--- src/rtl/systolic_feed_controller_if.sv ---
`default_nettype none
// +------------------------------------------------------------------------+
// | Module     : systolic_feed_controller_if                               |
// | Description: Scheduler/datapath handshake bundle for the feed          |
// |              controller; ABORT exists only with SYSTOLIC_FEED_ABORT_EN. |
// | Revision   : 1.0                                                        |
// +------------------------------------------------------------------------+
interface systolic_feed_controller_if #(
    parameter int CNT_W = 16
) ();
    logic             START;
    logic [CNT_W-1:0] NUM_VECS;
    logic             STALL;
`ifdef SYSTOLIC_FEED_ABORT_EN
    logic             ABORT;
`endif
    logic             BUSY;
    logic             DONE;
    logic             RD_EN;
    logic [CNT_W-1:0] RD_ADDR;
    logic             SETUP_SYNC_RST;
    logic             SETUP_EN;
    logic             ZERO_SEL;

    modport master (
`ifdef SYSTOLIC_FEED_ABORT_EN
        output ABORT,
`endif
        output START, NUM_VECS, STALL,
        input  BUSY, DONE, RD_EN, RD_ADDR, SETUP_SYNC_RST, SETUP_EN, ZERO_SEL
    );

    modport slave (
`ifdef SYSTOLIC_FEED_ABORT_EN
        input  ABORT,
`endif
        input  START, NUM_VECS, STALL,
        output BUSY, DONE, RD_EN, RD_ADDR, SETUP_SYNC_RST, SETUP_EN, ZERO_SEL
    );
endinterface
`default_nettype wire

--- src/rtl/systolic_feed_controller.sv ---
`default_nettype none
// +------------------------------------------------------------------------+
// | Module     : systolic_feed_controller                                  |
// | Description: Feeds one tile of K vectors through the skew stage, then  |
// |              flushes the diagonal and waits for the array to drain.    |
// |              Optional ABORT input under SYSTOLIC_FEED_ABORT_EN.         |
// | Revision   : 1.0                                                        |
// +------------------------------------------------------------------------+
module systolic_feed_controller #(
    parameter int LENGTH       = 256,
    parameter int CNT_W        = 16,
    parameter int DRAIN_CYCLES = 256
) (
    input  wire logic                 CLK,
    input  wire logic                 ASYNC_RST,
    systolic_feed_controller_if.slave bus
);
    localparam int FL_W = (LENGTH > 2) ? $clog2(LENGTH - 1) : 1;
    localparam int DR_W = (DRAIN_CYCLES > 1) ? $clog2(DRAIN_CYCLES) : 1;
    localparam logic [FL_W-1:0] c_FL_LAST = FL_W'((LENGTH > 1) ? LENGTH - 2 : 0);
    localparam logic [DR_W-1:0] c_DR_LAST = DR_W'((DRAIN_CYCLES > 0) ? DRAIN_CYCLES - 1 : 0);

    localparam logic [2:0] c_IDLE  = 3'd0;
    localparam logic [2:0] c_CLEAR = 3'd1;
    localparam logic [2:0] c_FEED  = 3'd2;
    localparam logic [2:0] c_FLUSH = 3'd3;
    localparam logic [2:0] c_DRAIN = 3'd4;
    localparam logic [2:0] c_FIN   = 3'd5;

    logic [2:0]       r_state;
    logic [2:0]       w_next;
    logic [CNT_W-1:0] r_rd_cnt;
    logic [CNT_W-1:0] r_k;
    logic [FL_W-1:0]  r_fl_cnt;
    logic [DR_W-1:0]  r_dr_cnt;
    logic             r_setup_en;
    logic             r_zero_sel;
    logic             r_abort_clr;
    logic             w_abort;
    logic             w_fire;
    logic             w_rd_last;
    logic             w_accept;

`ifdef SYSTOLIC_FEED_ABORT_EN
    assign w_abort = bus.ABORT & (r_state != c_IDLE);
`else
    assign w_abort = 1'b0;
`endif

    assign w_accept  = (r_state == c_IDLE) & bus.START;
    assign w_fire    = (r_state == c_FEED) & ~bus.STALL;
    assign w_rd_last = (r_rd_cnt == (r_k - CNT_W'(1)));

    always_comb begin
        w_next = r_state;
        case (r_state)
            c_IDLE:  if (bus.START) w_next = (bus.NUM_VECS != '0) ? c_CLEAR : c_FIN;
            c_CLEAR: w_next = c_FEED;
            // A one-wide array has no diagonal to flush.
            c_FEED:  if (w_fire && w_rd_last) w_next = (LENGTH > 1) ? c_FLUSH : c_DRAIN;
            c_FLUSH: if (r_fl_cnt == c_FL_LAST) w_next = c_DRAIN;
            c_DRAIN: if (r_dr_cnt == c_DR_LAST) w_next = c_FIN;
            c_FIN:   w_next = c_IDLE;
            default: w_next = c_IDLE;
        endcase
        if (w_abort) w_next = c_IDLE;
    end

    always_ff @(posedge CLK or posedge ASYNC_RST) begin
        if (ASYNC_RST) begin
            r_state     <= c_IDLE;
            r_rd_cnt    <= '0;
            r_k         <= '0;
            r_fl_cnt    <= '0;
            r_dr_cnt    <= '0;
            r_setup_en  <= 1'b0;
            r_zero_sel  <= 1'b0;
            r_abort_clr <= 1'b0;
        end else begin
            r_state <= w_next;
            if (w_accept) begin
                r_k      <= bus.NUM_VECS;
                r_rd_cnt <= '0;
            end else if (w_fire && !w_rd_last) begin
                r_rd_cnt <= r_rd_cnt + CNT_W'(1);
            end
            r_fl_cnt <= ((r_state == c_FLUSH) && (r_fl_cnt != c_FL_LAST)) ? r_fl_cnt + FL_W'(1) : '0;
            r_dr_cnt <= ((r_state == c_DRAIN) && (r_dr_cnt != c_DR_LAST)) ? r_dr_cnt + DR_W'(1) : '0;
            // Skew controls lag the read by one cycle to line up with read data.
            r_setup_en  <= ~w_abort & (w_fire | (r_state == c_FLUSH));
            r_zero_sel  <= ~w_abort & (r_state == c_FLUSH);
            r_abort_clr <= w_abort;
        end
    end

    assign bus.BUSY           = (r_state != c_IDLE);
    assign bus.DONE           = (r_state == c_FIN) & ~w_abort;
    assign bus.RD_EN          = (r_state == c_FEED);
    assign bus.RD_ADDR        = r_rd_cnt;
    assign bus.SETUP_SYNC_RST = (r_state == c_CLEAR) | r_abort_clr;
    assign bus.SETUP_EN       = r_setup_en;
    assign bus.ZERO_SEL       = r_zero_sel;
endmodule
`default_nettype wire

--- src/flat_wrapper.sv ---
// flat-port wrapper written by rule: the top's interface ports become plain ports
module systolic_feed_controller_flat 
#(
    parameter int LENGTH       = 256,
    parameter int CNT_W        = 16,
    parameter int DRAIN_CYCLES = 256
)
  (CLK, ASYNC_RST, bus_START, bus_NUM_VECS, bus_STALL, bus_BUSY, bus_DONE, bus_RD_EN, bus_RD_ADDR, bus_SETUP_SYNC_RST, bus_SETUP_EN, bus_ZERO_SEL);
  systolic_feed_controller_if #(.CNT_W(CNT_W)) bus_i ();
  input  wire logic CLK;
  input  wire logic ASYNC_RST;
  input wire logic [$bits(bus_i.START)-1:0] bus_START;
  input wire logic [$bits(bus_i.NUM_VECS)-1:0] bus_NUM_VECS;
  input wire logic [$bits(bus_i.STALL)-1:0] bus_STALL;
  output wire logic [$bits(bus_i.BUSY)-1:0] bus_BUSY;
  output wire logic [$bits(bus_i.DONE)-1:0] bus_DONE;
  output wire logic [$bits(bus_i.RD_EN)-1:0] bus_RD_EN;
  output wire logic [$bits(bus_i.RD_ADDR)-1:0] bus_RD_ADDR;
  output wire logic [$bits(bus_i.SETUP_SYNC_RST)-1:0] bus_SETUP_SYNC_RST;
  output wire logic [$bits(bus_i.SETUP_EN)-1:0] bus_SETUP_EN;
  output wire logic [$bits(bus_i.ZERO_SEL)-1:0] bus_ZERO_SEL;
  assign bus_i.START = bus_START;
  assign bus_i.NUM_VECS = bus_NUM_VECS;
  assign bus_i.STALL = bus_STALL;
  assign bus_BUSY = bus_i.BUSY;
  assign bus_DONE = bus_i.DONE;
  assign bus_RD_EN = bus_i.RD_EN;
  assign bus_RD_ADDR = bus_i.RD_ADDR;
  assign bus_SETUP_SYNC_RST = bus_i.SETUP_SYNC_RST;
  assign bus_SETUP_EN = bus_i.SETUP_EN;
  assign bus_ZERO_SEL = bus_i.ZERO_SEL;
  systolic_feed_controller #(.LENGTH(LENGTH), .CNT_W(CNT_W), .DRAIN_CYCLES(DRAIN_CYCLES)) u_core (.CLK(CLK), .ASYNC_RST(ASYNC_RST), .bus(bus_i));
endmodule
--- config.mk ---
export PLATFORM = sky130hd
export DESIGN_NAME = systolic_feed_controller_flat
export DESIGN_NICKNAME = d
export VERILOG_FILES = /design/src/rtl/systolic_feed_controller_if.sv /design/src/rtl/systolic_feed_controller.sv /design/src/flat_wrapper.sv
export SDC_FILE = /design/constraint.sdc
export NUM_CORES = 1
export LEC_CHECK = 0
export ABC_AREA = 0
export BUFFER_PORTS_ARGS = -buffer_cell sky130_fd_sc_hd__buf_2
export CAP_MARGIN = 10
export CORE_MARGIN = 4
export CORE_UTILIZATION = 45
export DETAILED_ROUTE_END_ITERATION = 8
export SKIP_LAST_GASP = 1
export SYNTH_ARGS = -nofsm -noshare
export SYNTH_HDL_FRONTEND = slang
export SYNTH_SLANG_ARGS = --single-unit
--- constraint.sdc ---
create_clock -name CLK -period 9.5 [get_ports CLK]
set_clock_uncertainty 0.15 [all_clocks]
set_input_delay 1.9 -clock CLK [delete_from_list [all_inputs] [get_ports CLK]]
set_output_delay 1.9 -clock CLK [all_outputs]
set_load 0.005 [all_outputs]
==> Implementation_results.wiki, run 1 <==
{| class="wikitable"
! Metric !! Value
|-
| Final setup fails || 0
|-
| Root Driver || clkbuf_8
|-
| Number of synthesized flops with an enable pin || 0
|-
| Number of H-tree levels || 2
|-
| Critical Path AT || around 1400 ps
|-
| Final instance count without filler cells || approximately 460
|-
| IO Port Bufs || a little over 40
|-
| Drt first-iter violations || around 110
|-
| Summed instance area of the synthesized netlist || roughly 3100 um^2
|-
| Initial cell density of the core || 47.25%
|-
| DRC Markers || 0
|-
| Fraction of the yosys area taken by sequential cells || a little over two fifths
|-
| Data required time of the worst path || ~7500 ps
|-
| Smallest setup slack after layout || roughly 6000 ps
|-
| Most frequent cells after synthesis || 61 x nand2_1, 53 x dfrtp_1, 24 x nor2_1
|-
| Transition time at the pin with the least slew margin || just over 700 ps
|-
| Number of nets in the finished design || 405
|-
| Half-perimeter wire length after detailed placement || 5.123 mm
|-
| Maximum clock rate || 286.6 MHz
|-
| Sort of element at the start of the critical path || register
|-
| Cells resized by post-CTS repair || 0
|-
| Vias || between 2,000 and 3,000
|-
| Primary FF master, synth || dfrtp_1
|-
| Number of CTS-inserted buffers || 5
|-
| RSZ-0062 raised after global routing || no
|-
| Die footprint || between 8000 and 9000 um^2
|-
| Smallest hold slack || 333.1 ps
|-
| Post-route antenna net violation count || 0
|-
| Cell with the most instances after synthesis || nand2_1
|-
| Placed instance count || 450
|-
| Cell accounting for the most synthesized area || dfrtp_1
|-
| Total track usage || a little under a fifth
|-
| Placed Area || roughly 3300 um^2
|-
| Cell Rows || 29
|-
| Sort of element at the end of the critical path || output port
|-
| Synth Register Bits || 53
|-
| Total wire length || ~7 mm
|-
| Cell Pwr Density || between 100 and 150 nW/um^2
|-
| Area delta synth->final || 11.86%
|-
| Leading post-synthesis cells by cell area || dfrtp_1 43%, nand2_1 7.5%, xor2_1 4.6%
|-
| Synthesized netlist cell count || ~350
|-
| Portion of synthesized cell area occupied by the leading cell type || between 40% and 50%
|-
| Syn. warnings || 0
|-
| Number of detailed-route iterations in the first pass || 4
|-
| Clock-pin slew on the worst setup and hold paths || 100 ps
|-
| Die boundary width || between 90 and 100 um
|-
| Number of inserted diodes || 0
|-
| Global route overflow || 0
|-
| TritonCTS Sinks || 53
|-
| Non-Filler Cell Area, Final || around 3400 um^2
|-
| Placer congestion estimate || around 0.8
|-
| Worst max-slew margin expressed relative to the limit || between 50% and 60%
|-
| Initial antenna violation count || 0
|-
| Setup slack on the worst flop-to-flop path || 6150 ps
|-
| Worst slack at placement || approximately 6000 ps
|-
| Status || completed
|-
| Largest fanout of any net on the critical path || 9
|-
| Pleak || between 0.0015 and 0.002 uW
|-
| Share of async-settable or async-resettable flops after synthesis || between 90% and 100%
|-
| Setup total negative slack || 0 ps
|-
| Vias per std cell || ~5.7
|-
| Boundary Pins || 42
|-
| Largest buffer count on any clock path || 2
|-
| First-pass GRT wire length || ~12 mm
|-
| Classification of the worst setup path || reg -> out
|-
| Share of the cycle needed by the critical path after routing || 36.72%
|-
| Post-Syn Nets || about 370
|-
| Share of cells above drive strength 1 || approximately 15%
|-
| Maximum VDD drop || 0.00007305 V
|-
| Max-cap violation count || 0
|-
| Die Span Y || a little over 90 um
|-
| Count of buffers added by post-CTS timing repair for setup || 0
|-
| TritonCTS clock tree || yes
|-
| Via count of the first global-routing pass || approximately 2,600
|-
| Syn_area_per_cell || approximately 8.8 um^2
|-
| Floorplan Core Area || around 6500 um^2
|-
| Period minus WS final || 3489 ps
|-
| Worst Hold Class || reg -> reg
|-
| Clk_lat worst skew || a little over 300 ps
|-
| CTS hold repair buffers || 0
|-
| Max Slew Vio Count || 0
|-
| Number of distinct standard cells referenced by the synthesized netlist || just over 50
|-
| Maximum number of pins on one net before global-route repair || 54
|-
| Detail-routed net length per standard cell || about 15 um
|-
| Final number of hold-violating endpoints || 0
|}
registers in the layout, summed over array words and instances (netlist names):
signal and cells:
u_core.r_state 3, u_core.r_k 16, u_core.r_fl_cnt 8, u_core.bus.ZERO_SEL 1, u_core.r_dr_cnt 8, u_core.bus.SETUP_EN 1, u_core.bus.RD_ADDR 16
final timing paths:
| check | startpoint | to | cells after the start |
|---|---|---|---|
| min | u_core.r_dr_cnt[0] | u_core.r_dr_cnt[0] | 1 |
| min reg2reg | u_core.r_dr_cnt[0] | u_core.r_dr_cnt[0] | 1 |
| max | u_core.r_state[1] | bus_RD_EN | 2 |
| max in group asynchronous | ASYNC_RST | u_core.bus.RD_ADDR[9] | 3 |
| min in group asynchronous | ASYNC_RST | u_core.r_dr_cnt[3] | 3 |
| max reg2reg | u_core.r_k[0] | u_core.bus.RD_ADDR[5] | 10 |
layout by cell type (no fill, tap or decap), types with 2 or more instances in the layout:
master      n
a41oi_1     2
or4_1       9
buf_2      41
nor3_1      6
o21ai_1     9
xnor2_1    14
nand3b_1    2
clkbuf_8    5
nand2_1    61
nand4_1     8
xor2_1     16
nand2b_1    4
nor3b_1     3
o211ai_1    6
nand3_1    17
inv_1       9
and3_1      6
buf_4       3
dfrtp_1    53
mux2i_1     2
bufinv_16   2
nor2_1     24
or3_1      11
ha_1        5
nor4b_1     3
o21ai_0     4
nor4_1      7
a21oi_1    16
o31ai_1     8
cell type report:
type | instances | area [um^2]
Fill cell | 622 | 3062
Multi-Input combinational cell | 266 | 1612
Sequential cell | 53 | 1326
Timing Repair Buffer | 44 | 227.7
Tap cell | 77 | 96.34
Clock buffer | 5 | 68.82
Clock inverter | 3 | 65.06
Inverter | 10 | 37.54
metal layers:
layer / part of all wire [%] / global-route usage, %
met3: 3.2 / 3.083
met4: 1.4 / 5.357
met2: 47 / 30.39
met1: 49 / 24.87
met5: 0 / 0
power by group:
| group | switching [uW] | internal (uW) |
|---|---|---|
| clock | 76.1 | 105 |
| sequential | 21.5 | 235 |
| combinational | 32.4 | 31.6 |
| total | 130 | 371 |
critical path, cell delays in order, from the launching register on:
cell	delay, ps
dfrtp_1	490
nor3b_1	440
buf_2	200
stage by stage:
step           total power, uW  util, %
2_1_floorplan            296.7        -
3_3_place_gp             325.0    50.80
3_5_place_dp             326.3    50.80
4_1_cts                  508.6    52.86
5_1_grt                  530.4    52.86
6_report                 501.4    52.86
cells by family after synthesis:
family,Yosys count,share of synthesized area [%]
compound gates,56,11.70
simple gates,173,29.27
xor+xnor,30,8.561
fa+ha+maj,5,2.038
mux,2,0.6523
buf+inv,28,4.566
flops,53,43.21
(Power assumes the default switching activity.)
==> run 2, diff against run 1 <==
--- a/config.mk
+++ b/config.mk
@@ -5,12 +5,13 @@
 export SDC_FILE = /design/constraint.sdc
 export NUM_CORES = 1
 export LEC_CHECK = 0
-export ABC_AREA = 0
+export ABC_AREA = 1
 export BUFFER_PORTS_ARGS = -buffer_cell sky130_fd_sc_hd__buf_2
 export CAP_MARGIN = 10
 export CORE_MARGIN = 4
 export CORE_UTILIZATION = 45
 export DETAILED_ROUTE_END_ITERATION = 8
+export PLACE_DENSITY = 0.67
 export SKIP_LAST_GASP = 1
 export SYNTH_ARGS = -nofsm -noshare
 export SYNTH_HDL_FRONTEND = slang
==> constraint.sdc (replaced) <==
create_clock -name CLK -period 3.14 [get_ports CLK]
set_clock_uncertainty 0.15 [all_clocks]
set_input_delay 0.628 -clock CLK [delete_from_list [all_inputs] [get_ports CLK]]
set_output_delay 0.628 -clock CLK [all_outputs]
set_load 0.005 [all_outputs]
==> Implementation_results.wiki, run 2 <==
{| class="wikitable"
! Metric !! Value
|-
| Sequence of cells on the critical path || inv_1, ha_1, nand2_2, nor2_4, nand2_1, nand2_1, nand2_1, nor2_1, nand2_1, nor2_2, nand2_2, nand2_4, nand2_4, nand2_1, o21ai_0
|-
| Commonest non-fill, non-tap cell in the layout || nand2_1
|-
| Synth Register Bits || between 50 and 60
|-
| Critical Path AT || between 2000 and 2500 ps
|-
| Vias || 2,881
|-
| Die footprint || 8599 um^2
|-
| Number of CTS-inserted buffers || 5
|-
| Number of H-tree levels || 2
|-
| TritonCTS clock tree || yes
|-
| Number of synthesized flops with an enable pin || 0
|-
| Sort of element at the end of the critical path || register
|-
| Placed instance count || about 560
|-
| Die Span Y || 92.73 um
|-
| Share of async-settable or async-resettable flops after synthesis || 100.0%
|-
| Half-perimeter wire length after detailed placement || between 5 and 6 mm
|-
| Largest buffer count on any clock path || 2
|-
| Library cell appearing most often on the critical path || nand2_1
|-
| Largest delay share family, worst path || simple AND/OR/NAND/NOR gates
|-
| Post-route antenna net violation count || 0
|-
| Stages on the worst setup path || 15
|-
| Clk_lat worst skew || ~300 ps
|-
| Max Slew Vio Count || 0
|-
| Number of detailed-route iterations in the first pass || 4
|-
| Boundary Pins || 42
|-
| Clock-pin slew on the worst setup and hold paths || ~90 ps
|-
| Final number of hold-violating endpoints || 0
|-
| Cell accounting for the most synthesized area || dfrtp_1
|-
| Post-Syn Nets || between 400 and 500
|-
| Data required time of the worst path || about 3200 ps
|-
| CTS hold repair buffers || 0
|-
| Global route overflow || 0
|-
| Fraction of the yosys area taken by sequential cells || between 40 and 50%
|-
| Largest fanout of any net on the critical path || 17
|-
| Syn_area_per_cell || 7.548 um^2
|-
| Transition time at the pin with the least slew margin || around 600 ps
|-
| Max-cap violation count || 0
|-
| Worst-case reg-to-reg path depth || 15
|-
| First-pass GRT wire length || 13.03 mm
|-
| Area delta synth->final || 12.51%
|-
| Count of buffering cells on the critical path with inverters included || 1
|-
| Detail-routed net length per standard cell || ~13 um
|-
| Worst max-slew margin expressed relative to the limit || about 59%
|-
| Cell Pwr Density || ~660 nW/um^2
|-
| TritonCTS Sinks || between 50 and 60
|-
| Most frequent cells after synthesis || 102 x nand2_1, 56 x nor2_1, 53 x dfrtp_1
|-
| Maximum VDD drop || ~0.00040 V
|-
| Final Util || between 50% and 60%
|-
| Maximum clock rate || 420.9 MHz
|-
| Vias per std cell || roughly 5
|-
| Final setup fails || 0
|-
| Sort of element at the start of the critical path || register
|-
| Cell Rows || 30
|-
| Number of nets in the finished design || approximately 500
|-
| IO Port Bufs || 41
|-
| Number of inserted diodes || 0
|-
| RSZ-0062 raised after global routing || no
|-
| Leading post-synthesis cells by cell area || dfrtp_1 41%, nand2_1 12%, nand3_1 6.5%
|-
| Non-Filler Cell Area, Final || 3635 um^2
|-
| Status || completed
|-
| Slowest stage cell on the critical path || dfrtp_1
|-
| Period minus WS final || about 2400 ps
|-
| Floorplan Core Area || about 7000 um^2
|-
| Total wire length || ~7.3 mm
|-
| DRC Markers || 0
|-
| Synthesized netlist cell count || between 400 and 500
|-
| Count of buffers added by post-CTS timing repair for setup || 0
|-
| Cells resized by post-CTS repair || 0
|-
| Maximum number of pins on one net before global-route repair || 46
|-
| Drt first-iter violations || approximately 140
|-
| Placed Area || 3545 um^2
|-
| Summed instance area of the synthesized netlist || between 3000 and 4000 um^2
|-
| Via count of the first global-routing pass || roughly 2,900
|-
| Initial cell density of the core || a little under half
|-
| Root Driver || clkbuf_8
|-
| Syn. warnings || 0
|-
| Worst Hold Class || in -> async
|-
| Share of cells above drive strength 1 || between 10% and 20%
|-
| Total track usage || 18.85%
|-
| Number of distinct standard cells referenced by the synthesized netlist || 32
|-
| Classification of the worst setup path || reg -> reg
|-
| Setup total negative slack || 0 ps
|-
| Initial antenna violation count || 0
|-
| Placer congestion estimate || 0.8853
|-
| Pleak || 0.001824 uW
|-
| Primary FF master, synth || dfrtp_1
|-
| Share of the cycle needed by the critical path after routing || around 76%
|-
| Final instance count without filler cells || approximately 570
|-
| Die boundary width || between 90 and 100 um
|-
| Most used cells in the layout excluding fill and tap cells || 102 x nand2_1, 56 x nor2_1, 53 x dfrtp_1
|-
| Cell with the most instances after synthesis || nand2_1
|-
| Portion of synthesized cell area occupied by the leading cell type || ~41%
|-
| Delay contributed by the slowest stage of the critical path || between 300 and 400 ps
|}
run 2: worst paths after layout:
check,startpoint,to,slack (ps)
worst min register to register,u_core.r_dr_cnt[0],u_core.r_dr_cnt[0],320
worst max-delay path,u_core.r_k[0],u_core.bus.RD_ADDR[8],760
worst max register to register,u_core.r_k[0],u_core.bus.RD_ADDR[8],760
max in group asynchronous,ASYNC_RST,u_core.r_dr_cnt[2],2080
worst min-delay path,ASYNC_RST,u_core.bus.RD_ADDR[4],170
min in group CLK,u_core.r_dr_cnt[0],u_core.r_dr_cnt[0],320
run 2: per-layer routing:
metal	wire [um]	global-route usage (%)	vias up
met3	337	3.412	8
met4	74	4.640	0
met1	3122	23.49	1352
li1	-	-	1465
met2	3787	33.72	56
met5	0	0	-
run 2: stage by stage:
step                total power, uW  hold WS, ps  worst slack (ps)
finish                         2416        168.4             764.3
global route                   2656        201.7             474.1
CTS                            2439        185.7             774.3
detailed placement             2039        316.8             793.9
global placement               2011        295.3             849.6
floorplan                      1775        282.9              1050
run 2: layout make-up:
| class | count | area (um^2) |
|---|---|---|
| Fill cell | 696 | 3234 |
| Timing Repair Buffer | 45 | 235.2 |
| Sequential cell | 53 | 1326 |
| Inverter | 46 | 172.7 |
| Clock buffer | 6 | 82.58 |
| Tap cell | 96 | 120.1 |
| Clock inverter | 1 | 7.507 |
| Multi-Input combinational cell | 321 | 1690 |
run 2: power by group:
group	switching [uW]	internal, uW
clock	221	175
combinational	585	403
sequential	190	841
total	997	1420
run 2: worst reg2reg max path: stages, from the launching register on:
cell and delay [ps]:
dfrtp_1 390, inv_1 120, ha_1 240, nand2_2 110, nor2_4 170, nand2_1 70, nand2_1 70, nand2_1 50
nor2_1 90, nand2_1 70, nor2_2 140, nand2_2 90, nand2_4 170, nand2_4 170, nand2_1 110, o21ai_0 70
run 2: cells by family (layout without fill, tap and decap cells):
| group | count (synthesis) | count (layout) | share of synthesized area [%] |
|---|---|---|---|
| xor gates and xnor gates | 32 | 32 | 8.675 |
| AOI/OAI and AO/OA | 38 | 38 | 6.119 |
| buffers and inverters | 54 | 98 | 6.623 |
| adders and majority gates | 5 | 5 | 1.936 |
| DFF | 53 | 53 | 41.05 |
| and+or+nand+nor | 238 | 238 | 32.80 |
| muxes | 8 | 8 | 2.789 |
==> run 3, diff against run 2 <==
==> constraint.sdc (replaced) <==
create_clock -name CLK -period 1.99 [get_ports CLK]
set_clock_uncertainty 0.15 [all_clocks]
set_input_delay 0.398 -clock CLK [delete_from_list [all_inputs] [get_ports CLK]]
set_output_delay 0.398 -clock CLK [all_outputs]
set_load 0.005 [all_outputs]
==> Implementation_results.wiki, run 3 (synthesized netlist as in run 2, its figures left out) <==
{| class="wikitable"
! Metric !! Value
|-
| Status || complete, but fails checks
|-
| Violated checks || setup timing
|-
| Non-Filler Cell Area, Final || approximately 4200 um^2
|-
| Worst flop-to-flop path startpoint || u_core.r_k[0]
|-
| Cell Rows || 30
|-
| Floorplan Core Area || around 6900 um^2
|-
| Vias || 2,988
|-
| Drt first-iter violations || between 150 and 200
|-
| Cell Pwr Density || 1079 nW/um^2
|-
| First-pass GRT wire length || about 13 mm
|-
| Delay contributed by the slowest stage of the critical path || 400 ps
|-
| Largest fanout of any net on the critical path || 4
|-
| Root Driver || clkbuf_8
|-
| Maximum clock rate || between 400 and 500 MHz
|-
| Share of the cycle needed by the critical path after routing || 109.0%
|-
| Total wire length || just under 8 mm
|-
| Half-perimeter wire length after detailed placement || around 5.9 mm
|-
| Boundary Pins || between 40 and 50
|-
| Share of total power consumed by net switching || between 40% and 50%
|-
| Classification of the worst setup path || reg -> reg
|-
| Number of H-tree levels || 2
|-
| Max-cap violation count || 0
|-
| Die boundary width || just over 90 um
|-
| Data required time of the worst path || 2050 ps
|-
| Library cell appearing most often on the critical path || nand2_1
|-
| Final setup fails || 19
|-
| Vias per std cell || slightly below 5
|-
| Clk_lat worst skew || between 300 and 400 ps
|-
| Post-route antenna net violation count || 0
|-
| Maximum number of pins on one net before global-route repair || 54
|-
| Count of buffering cells on the critical path with inverters included || 3
|-
| Grt met1 use || between 20% and 30%
|-
| # fillers || 647
|-
| Number of inserted diodes || 0
|-
| Combinational power share || 46.8%
|-
| Total track usage || roughly 19%
|-
| Largest buffer count on any clock path || 2
|-
| Global routing usage on met3 || 3.006%
|-
| IO Port Bufs || just over 40
|-
| Number of CTS-inserted buffers || 5
|-
| Commonest non-fill, non-tap cell in the layout || nand2_1
|-
| Global route hottest layer || met2
|-
| Smallest hold slack || between 150 and 200 ps
|-
| Register share of total power || 36.0%
|-
| Pleak || approximately 0.0021 uW
|-
| Placed Area || about 3800 um^2
|-
| Fraction of power consumed by the clock network || 17.2%
|-
| Switching power of the nets || roughly 1800 uW
|-
| Most used cells in the layout excluding fill and tap cells || 93 x nand2_1, 51 x dfrtp_1, 50 x nor2_1
|-
| Sort of element at the start of the critical path || register
|-
| Final Util || ~61%
|-
| Placer congestion estimate || 0.9102
|-
| Sum of internal, switching and leakage power || 4502 uW
|-
| Largest delay share family, worst path || simple AND/OR/NAND/NOR gates
|-
| Worst max-slew margin expressed relative to the limit || between 50% and 60%
|-
| GR Layer Usage met2 || 32.15%
|-
| Area delta synth->final || 29.16%
|-
| Period minus WS final || roughly 2200 ps
|-
| Startpoint of the worst hold path || bus_STALL
|-
| Detail-routed net length per standard cell || roughly 13 um
|-
| Die footprint || about 8600 um^2
|-
| Smallest setup slack after layout || -178.5 ps
|-
| Maximum VDD drop || ~0.00055 V
|-
| TritonCTS Sinks || 53
|-
| DRC Markers || 0
|-
| Sort of element at the end of the critical path || register
|-
| Slowest stage cell on the critical path || dfrtp_1
|-
| Initial antenna violation count || 0
|-
| RSZ-0062 raised after global routing || yes
|-
| Via count of the first global-routing pass || 2,844
|-
| Initial cell density of the core || roughly 47%
|-
| Number of nets in the finished design || 533
|-
| Die Span Y || around 93 um
|-
| Clock-pin slew on the worst setup and hold paths || ~100 ps
|-
| Max Slew Vio Count || 0
|-
| Global route overflow || 0
|-
| Critical Path AT || ~2200 ps
|-
| Share of cells above drive strength 1 || 27.90%
|-
| Launching element of the worst setup path || u_core.r_k[0]
|-
| TritonCTS clock tree || yes
|-
| Internal power || approximately 2700 uW
|-
| Number of detailed-route iterations in the first pass || 4
|-
| Sequence of cells on the critical path || inv_2, ha_4, inv_1, nand2_1, nand2_1, xor2_1, nand3b_1, nor3_4, buf_4, nand3_4, nand2_4, nand2_2, nand2_1, nand2_1
|-
| Final number of hold-violating endpoints || 0
|-
| Transition time at the pin with the least slew margin || between 600 and 700 ps
|-
| Worst Hold Class || in -> reg
|}
## run 3: changes by cell type in the layout (fill, tap and decap cells not counted), sizes merged
| cell | previous run | this run |
|---|---|---|
| dlygate4sd3 | 0 | 1 |
| clkbuf | 6 | 7 |
| nand2 | 108 | 109 |
| clkinvlp | 1 | 0 |
| buf | 45 | 79 |
| bufinv | 0 | 1 |
## run 3: per-layer routing
metal | share of wire [%] | up-vias
li1 | - | 1540
met4 | 0.91 | 0
met5 | 0 | -
met1 | 45 | 1397
met2 | 50 | 44
met3 | 4.4 | 7
## run 3: worst paths after layout
| path | end | slack [ps] | cells after the start |
|---|---|---|---|
| max | u_core.r_state[1] | -180 | 14 |
| min | u_core.bus.SETUP_EN | 150 | 2 |
| max reg2reg | u_core.r_state[1] | -180 | 14 |
| min reg2reg | u_core.r_dr_cnt[0] | 320 | 1 |
| max in group asynchronous | u_core.r_k[7] | 900 | 4 |
| min in group asynchronous | u_core.r_k[0] | 520 | 4 |
## run 3: power by group through the flow
| stage | logic [uW] | clock network [uW] | registers (uW) |
|---|---|---|---|
| finish | 2110 | 772 | 1620 |
| global route | 2350 | 831 | 1660 |
| CTS | 1970 | 788 | 1600 |
| detailed placement | 1900 | 0 | 1610 |
| global placement | 1860 | 0 | 1610 |
| floorplan | 1250 | 0 | 1580 |
## run 3: per-stage QoR
stage	setup slack, ps	TNS, ps	instances
2_1_floorplan	21.55	0	428
3_3_place_gp	-159.1	-1976	593
3_5_place_dp	-195.8	-2518	593
4_1_cts	-125.9	-1895	603
5_1_grt	-301.5	-5106	605
6_report	-178.5	-2444	605
## run 3: layout make-up
type	count	area (um^2)	area share, %
multi-input cells	322	1882	45.10
flip-flops and latches	53	1329	31.84
repair buffers	80	553.0	13.25
inverters	46	172.7	4.138
well taps	96	120.1	2.879
clock buffers	7	86.33	2.069
clock inverters	1	30.03	0.7196
## run 3: repair_timing
action | 4_1_cts | 5_1_grt
hold buffers | 1 | 0
cloned | 0 | 1
setup buffers | 1 | 1
pin swaps | 9 | 24
resized for setup | 12 | 33
endpoints found under the setup margin | 19 | 20
hold endpoints to repair | 53 | 0
